--- config.mk ---
export PLATFORM = sky130hd
export DESIGN_NAME = tl_ul_arb2
export DESIGN_NICKNAME = d
export VERILOG_FILES = /design/src/rtl/tl_ul_arb2.sv
export SDC_FILE = /design/constraint.sdc
export NUM_CORES = 1
export LEC_CHECK = 0
export CAP_MARGIN = 20
export CORE_AREA = 2 2 150 152
export DETAILED_ROUTE_END_ITERATION = 12
export DIE_AREA = 0 0 152 154
export PLACE_DENSITY = 0.69
export SLEW_MARGIN = 10
export SYNTH_ARGS = -nofsm -noshare
export SYNTH_HDL_FRONTEND = slang
export SYNTH_SLANG_ARGS = --single-unit
--- constraint.sdc ---
create_clock -name clock -period 4.5 [get_ports clock]
set_input_delay 1.35 -clock clock [delete_from_list [all_inputs] [get_ports clock]]
set_output_delay 1.35 -clock clock [all_outputs]
set_load 0.01 [all_outputs]
--- src/rtl/tl_ul_arb2.sv ---
// Two-port TileLink-UL arbiter. It has one registered A stage with round-robin grant and
// per-port outstanding limits. The D path is combinational and routed by source bit 2.
module tl_ul_arb2 #(
  parameter int MAX_OUTSTANDING = 4
) (
  input  logic        clock,
  input  logic        reset,
  // upstream port 0, A channel
  input  logic        in0_a_valid,
  output logic        in0_a_ready,
  input  logic [2:0]  in0_a_opcode,
  input  logic [2:0]  in0_a_param,
  input  logic [2:0]  in0_a_size,
  input  logic [1:0]  in0_a_source,
  input  logic [31:0] in0_a_address,
  input  logic [31:0] in0_a_data,
  input  logic [3:0]  in0_a_mask,
  input  logic        in0_a_corrupt,
  // upstream port 1, A channel
  input  logic        in1_a_valid,
  output logic        in1_a_ready,
  input  logic [2:0]  in1_a_opcode,
  input  logic [2:0]  in1_a_param,
  input  logic [2:0]  in1_a_size,
  input  logic [1:0]  in1_a_source,
  input  logic [31:0] in1_a_address,
  input  logic [31:0] in1_a_data,
  input  logic [3:0]  in1_a_mask,
  input  logic        in1_a_corrupt,
  // downstream A channel
  output logic        out_a_valid,
  input  logic        out_a_ready,
  output logic [2:0]  out_a_opcode,
  output logic [2:0]  out_a_param,
  output logic [2:0]  out_a_size,
  output logic [2:0]  out_a_source,
  output logic [31:0] out_a_address,
  output logic [31:0] out_a_data,
  output logic [3:0]  out_a_mask,
  output logic        out_a_corrupt,
  // downstream D channel
  input  logic        out_d_valid,
  output logic        out_d_ready,
  input  logic [2:0]  out_d_opcode,
  input  logic [2:0]  out_d_size,
  input  logic [2:0]  out_d_source,
  input  logic [31:0] out_d_data,
  input  logic        out_d_denied,
  input  logic        out_d_corrupt,
  // upstream D channels
  output logic        in0_d_valid,
  input  logic        in0_d_ready,
  output logic [2:0]  in0_d_opcode,
  output logic [2:0]  in0_d_size,
  output logic [1:0]  in0_d_source,
  output logic [31:0] in0_d_data,
  output logic        in0_d_denied,
  output logic        in0_d_corrupt,
  output logic        in1_d_valid,
  input  logic        in1_d_ready,
  output logic [2:0]  in1_d_opcode,
  output logic [2:0]  in1_d_size,
  output logic [1:0]  in1_d_source,
  output logic [31:0] in1_d_data,
  output logic        in1_d_denied,
  output logic        in1_d_corrupt,
  output logic        d_unexpected
);

  localparam logic [2:0] LP_MAX = 3'(MAX_OUTSTANDING);

  logic        r_aValid;
  logic [2:0]  r_aOpcode;
  logic [2:0]  r_aParam;
  logic [2:0]  r_aSize;
  logic [2:0]  r_aSource;
  logic [31:0] r_aAddress;
  logic [31:0] r_aData;
  logic [3:0]  r_aMask;
  logic        r_aCorrupt;
  logic [2:0]  r_count [2];
  logic        r_last;
  logic        r_dUnexpected;

  logic [1:0]  w_valid;
  logic [1:0]  w_elig;
  logic [1:0]  w_grant;
  logic [1:0]  w_acc;
  logic [1:0]  w_dFire;
  logic        w_canLoad;
  logic        w_dSel;

  assign w_valid   = {in1_a_valid, in0_a_valid};
  assign w_elig[0] = w_valid[0] && (r_count[0] < LP_MAX);
  assign w_elig[1] = w_valid[1] && (r_count[1] < LP_MAX);

  // On a tie the port that did not win last time is granted.
  assign w_grant[0] = w_elig[0] && (!w_elig[1] || r_last);
  assign w_grant[1] = w_elig[1] && (!w_elig[0] || !r_last);

  assign w_canLoad   = !r_aValid || out_a_ready;
  assign w_acc       = (w_canLoad && !reset) ? w_grant : 2'b00;
  assign in0_a_ready = w_acc[0];
  assign in1_a_ready = w_acc[1];

  // The payload fields load only on an accept, so a stalled beat never changes.
  always_ff @(posedge clock) begin
    if (reset) begin
      r_aValid <= 1'b0;
    end else if (w_canLoad) begin
      r_aValid <= |w_acc;
      if (w_acc[1]) begin
        r_aOpcode  <= in1_a_opcode;
        r_aParam   <= in1_a_param;
        r_aSize    <= in1_a_size;
        r_aSource  <= {1'b1, in1_a_source};
        r_aAddress <= in1_a_address;
        r_aData    <= in1_a_data;
        r_aMask    <= in1_a_mask;
        r_aCorrupt <= in1_a_corrupt;
      end else if (w_acc[0]) begin
        r_aOpcode  <= in0_a_opcode;
        r_aParam   <= in0_a_param;
        r_aSize    <= in0_a_size;
        r_aSource  <= {1'b0, in0_a_source};
        r_aAddress <= in0_a_address;
        r_aData    <= in0_a_data;
        r_aMask    <= in0_a_mask;
        r_aCorrupt <= in0_a_corrupt;
      end
    end
  end

  always_ff @(posedge clock) begin
    if (reset) begin
      r_last <= 1'b1;
    end else if (|w_acc) begin
      r_last <= w_acc[1];
    end
  end

  assign out_a_valid   = r_aValid;
  assign out_a_opcode  = r_aOpcode;
  assign out_a_param   = r_aParam;
  assign out_a_size    = r_aSize;
  assign out_a_source  = r_aSource;
  assign out_a_address = r_aAddress;
  assign out_a_data    = r_aData;
  assign out_a_mask    = r_aMask;
  assign out_a_corrupt = r_aCorrupt;

  assign w_dSel        = out_d_source[2];
  assign in0_d_valid   = out_d_valid && !w_dSel;
  assign in1_d_valid   = out_d_valid && w_dSel;
  assign out_d_ready   = w_dSel ? in1_d_ready : in0_d_ready;
  assign w_dFire[0]    = in0_d_valid && in0_d_ready;
  assign w_dFire[1]    = in1_d_valid && in1_d_ready;

  assign in0_d_opcode  = out_d_opcode;
  assign in0_d_size    = out_d_size;
  assign in0_d_source  = out_d_source[1:0];
  assign in0_d_data    = out_d_data;
  assign in0_d_denied  = out_d_denied;
  assign in0_d_corrupt = out_d_corrupt;
  assign in1_d_opcode  = out_d_opcode;
  assign in1_d_size    = out_d_size;
  assign in1_d_source  = out_d_source[1:0];
  assign in1_d_data    = out_d_data;
  assign in1_d_denied  = out_d_denied;
  assign in1_d_corrupt = out_d_corrupt;

  // A response with nothing outstanding flags an error and leaves the count at zero.
  always_ff @(posedge clock) begin
    if (reset) begin
      r_count[0]    <= '0;
      r_count[1]    <= '0;
      r_dUnexpected <= 1'b0;
    end else begin
      for (int i = 0; i < 2; i++) begin
        if (w_acc[i] && !w_dFire[i]) begin
          r_count[i] <= r_count[i] + 3'd1;
        end else if (w_dFire[i] && !w_acc[i] && (r_count[i] != 3'd0)) begin
          r_count[i] <= r_count[i] - 3'd1;
        end
        if (w_dFire[i] && (r_count[i] == 3'd0)) begin
          r_dUnexpected <= 1'b1;
        end
      end
    end
  end

  assign d_unexpected = r_dUnexpected;

endmodule

---- Word-level counts from Yosys, hierarchy flattened ----
Memory sizes are Yosys's and may differ from the RTL's.
Index checks and enable logic that the tools add are counted.
storage, ports and cells
  bits in registers ....................... 84
  bits in latches ......................... 0
  bits in writable memories ............... 6
  memory bits (read-only) ................. 0
  bits of input ports ..................... 211
  output and inout bits ................... 172
  word-level logic and storage cells ...... 102
  memories ................................ 1
cells by class
  $add $sub $neg .......................... 4
  multipliers ............................. 0
  divide/modulo/power cells ............... 0
  $lt $le $gt $ge ......................... 2
  equality and inequality tests ........... 0
  shift-type cells ........................ 0
  mux-type cells .......................... 40
  bitwise logic cells ..................... 5
  reduce and logical (&&, ||, !) cells .... 38
memories
  name     depth  bits a word  rd ports  clocked after memory_dff  write ports  RTL line  text
  r_count  2      3            2         0                         2            81        logic [2:0] r_count [2];
operators with widths
  cell                                                                number
  32-bit two-way mux                                                  4
  3-bit two-way mux                                                   11
  1-bit two-way mux                                                   21
  1-bit logical AND                                                   17
  1-bit logical NOT                                                   10
  4-bit two-way mux                                                   2
  3-bit by 1-bit adder with 3-bit output, second input constant       2
  3-bit logical NOT                                                   2
  3-bit less-than comparator, second input constant                   2
  3-bit nonzero test                                                  2
  3-bit by 1-bit subtractor with 3-bit output, second input constant  2
  2-bit two-way mux                                                   2
  1-bit OR                                                            4
  2-bit nonzero test                                                  2
  1-bit logical OR                                                    3
  3-bit AND reduction                                                 1
  2-bit OR reduction                                                  1
  1-bit inverter                                                      1

---- Longest topological paths before layout ----
An unclocked memory read counts as a cell.
  depth in word-level cells ............... 15
  mapped depth ............................ 8
  gate-level depth less buffers ........... 7

---- Worst setup path before layout ----
No wires, ideal clock.
  path type ............................... input to register
  start ................................... input port out_a_ready
  end ..................................... register r_aAddress[0] (netlist: out_a_address[0]) (enable)
  setup time .............................. 0.404 ns
  arrival ................................. 3.522 ns
  required time ........................... 4.096 ns
  path slack .............................. 0.573 ns
  cell stages on the path ................. 5
  buffers on the path ..................... 2
  cell sequence ........................... and2b_1 > a2111oi_4 > buf_4 > buf_4 > or2_2
on the way
  cells in the longest elaborated chain, start to end .. 5
ends and longest elaborated chain
  item                           RTL line  text
  from (decl)                    32        input logic out_a_ready,
  1-bit logical OR               101       assign w_canLoad = !r_aValid || out_a_ready;
  1-bit logical AND              102       assign w_acc = (w_canLoad && !reset) ? w_grant : 2'b00;
  2-bit two-way mux              102
  via in1_a_ready                21        output logic in1_a_ready,
  2-bit nonzero test (no line)   n/a
  3-bit AND reduction (no line)  n/a
  to (signal assigned)           117       r_aAddress <= in1_a_address;
  to (signal assigned)           126       r_aAddress <= in0_a_address;
  to (decl)                      77        logic [31:0] r_aAddress;
The timed path passes the listed nets, and every way through them passes these cells.
A chain may end at the register's enable or synchronous reset.

---- Worst setup path after layout ----
  start ................................... input port out_a_ready
  end ..................................... output port in1_a_ready
on the way
  cells in the longest elaborated chain, start to end .. 3
ends and longest elaborated chain
  item               RTL line
  1-bit logical OR   101
  1-bit logical AND  102
  2-bit two-way mux  102
  to (decl)          21
Every way passes these cells.

==> results.cfg <==
[placed_design]
dpl.hpwl_mm = 11.02
pre_cts_ws_ns = 0.08955
gp_congestion = 0.7206
dpl_cell_area_um2 = 6983
portBuffers = 256

[drt]
first_pass_iters = 4
wl_mm = 14.12
drt_iter0_drc = 138
drc = 0
viasPerCell = 4.023
wire_per_inst_um = 17.97
drt.antenna.violating_nets = 0
dr_total_vias = 3162

[timing]
worst_pin_slew_ns = 0.8825
min_period_ns = 4.387
fin_crit_sh = 0.9749
rsz0062_at_grt = false
setup_tns_ns = 0
hold_ws_ns = 0.5506
clock_skew_ns = 0.008148
setup_viol = 0
setup_slack_ns = 0.1129
hold_violations = 0
slew_headroom = 0.4117
max_freq_ghz = 0.2279
slew_violations = 0

[floorplanning]
die_w_um = 152
die_y_um = 154
start_util = 0.2160
core_area_um2 = 21690
die-area_um2 = 23410
fp-row-count = 54
ioPinCount = 383

[setup_path]
worstPathArrival_ns = 3.04
cp_slowest_cell = clkdlybuf4s50_1
path_cells = clkdlybuf4s50_1, and2b_1, a2111oi_4, clkdlybuf4s50_1
worstSetupPathType = in2out
critPathMaxFanout = 3
slowest_delay_ns = 0.61
worst_setup_path_end_kind = primary output
cp-start-kind = primary input
crit_top_cell = clkdlybuf4s50_1
ff2ff_path_depth = 5
crit_required_ns = 3.15

[global_routing]
grt_pass1_vias = 3435
antenna_found_initial = 0
met1_usage = 0.1187
gr-usage-all-layers = 0.1196
globalRouteMet2Util = 0.2136
busiest_layer = met2
grt_overflow = 0
grt_pass1_wl_mm = 21.00
grt_util_met3 = 0.04115
grt_max_degree = 65

[final_layout]
fin_area_um2 = 7284
syn2layout_area_growth_pct = 55.46
fin_nets = 716
drive_above_1_share = 0.1522
diodes = 0

[cts]
ctsLongestPathBuffers = 2
cts_buffers = 9
ctsResizeCount = 0
htreeDepth = 3
cts_hold_buf = 0
cts_tree = built
clk_pin_slew_ns = 0.07
cts_root_buf = clkbuf_16
cts_sinks = 90
post_cts_buffers = 0
clk_latency_ns = 0.34

[synth]
yosys_warnings = 0
synth_area_um2 = 4686
ys_seq_area_frac = 0.5704
syn_area_per_cell_um2 = 14.64
netlist_instances = 320
syn_nets = 535
yosys_register_bits = 90
ys_types = 35

[hold_path]
holdPathStages = 2
min-delay-path-class = reg2reg

[outcome]
status = complete, no violations

[power_and_ir_drop]
powerDensity_nw_per_um2 = 319.5
ir_drop_mv = 0.1578
power.total_mw = 2.327
p_leak_nw = 2.505

[run]
cap_violations = 0
-- synthesized netlist by cell type --
cell type	count	area share
fa_1	1	0.0043
nand2_1	4	0.0032
o22a_1	1	0.0019
xnor2_1	1	0.0019
edfxtp_1	87	0.56
nor4_2	1	0.0027
mux2_2	45	0.11
ha_1	3	0.0080
nor4b_4	1	0.0051
and2_1	1	0.0013
a22oi_1	1	0.0016
nor3b_2	1	0.0027
inv_1	6	0.0048
a21oi_1	4	0.0043
o21ai_1	3	0.0032
a21o_1	1	0.0016
a31oi_1	1	0.0013
nor2b_1	3	0.0040
buf_4	89	0.14
nor2_1	4	0.0032
a2111oi_4	1	0.0059
mux2_1	36	0.087
a22o_1	1	0.0019
and2_4	1	0.0019
or4_1	2	0.0032
nor3_1	2	0.0021
buf_2	6	0.0064
a211oi_2	2	0.0053
a211o_1	1	0.0019
nand2b_1	2	0.0027
nand3_1	2	0.0021
or2_2	1	0.0013
dfxtp_1	3	0.013
and2b_1	1	0.0016
o21ai_0	1	0.0011
-- stage by stage --
step	instances	util
2_1_floorplan	320	-
3_3_place_gp	770	0.3220
3_5_place_dp	770	0.3220
4_1_cts	786	0.3359
5_1_grt	786	0.3359
6_report	786	0.3359
-- cells in the final DEF (no fill, tap or decap), drive strengths merged, types with 3 or more instances in the layout --
cell / instances
dfxtp: 3
clkdlybuf4s50: 256
a21oi: 4
buf: 9
edfxtp: 87
mux2: 81
nor2: 4
nand2: 4
nor2b: 3
ha: 3
clkinv: 4
clkbuf: 9
inv: 8
o21ai: 4
-- logic make-up after synthesis --
logic type | count (synthesis) | synth area share
AOI/OAI and AO/OA | 17 | 0.02991
xor gates and xnor gates | 1 | 0.001870
adders and majority gates | 4 | 0.01228
buffers and inverters | 101 | 0.1538
DFF | 90 | 0.5704
muxes | 81 | 0.1947
and+or+nand+nor | 26 | 0.03711
-- routing by layer --
metal	part of all wire	wire, um
met5	0	0
met1	0.35	4984
met3	0.082	1163
met4	0.052	729
met2	0.51	7246
-- report_power, final --
group	leakage, nW	total, mW	switching, mW	internal [mW]
sequential	0.844	1.05	0.0270	1.02
clock	0.149	0.776	0.340	0.436
combinational	1.51	0.505	0.188	0.316
total	2.51	2.33	0.556	1.77
-- final cells by class --
cell class | instances | area, um2
repair buffers | 265 | 2643
flip-flops and latches | 90 | 2673
fillers | 2111 | 14400
multi-input cells | 129 | 1295
inverters | 6 | 22.52
clock inverters | 7 | 76.32
clock buffers | 9 | 225.2
well taps | 280 | 350.3
-- state kept, by name, summed over array words and instances, names as in the netlist --
signal / cells
out_a_param: 3
r_last: 1
out_a_address: 32
out_a_size: 3
out_a_source: 3
r_count: 6
d_unexpected: 1
out_a_data: 32
out_a_corrupt: 1
out_a_mask: 4
out_a_valid: 1
out_a_opcode: 3
-- worst max-delay path: cells and delay by family --
family	cells	cell delay (ns)
and+or+nand+nor	1	0.26
buffers and inverters	2	1.08
AOI/OAI and AO/OA	1	0.35
-- worst paths after layout --
check | slack, ns | to | start
setup / recovery | 0.11 | in1_a_ready | out_a_ready
hold / removal | 0.55 | r_last | r_last
setup reg to reg | 1.61 | out_a_address[5] | r_count[1][2]
hold reg to reg | 0.55 | r_last | r_last
Note: power is estimated with default switching activity, not from simulation.
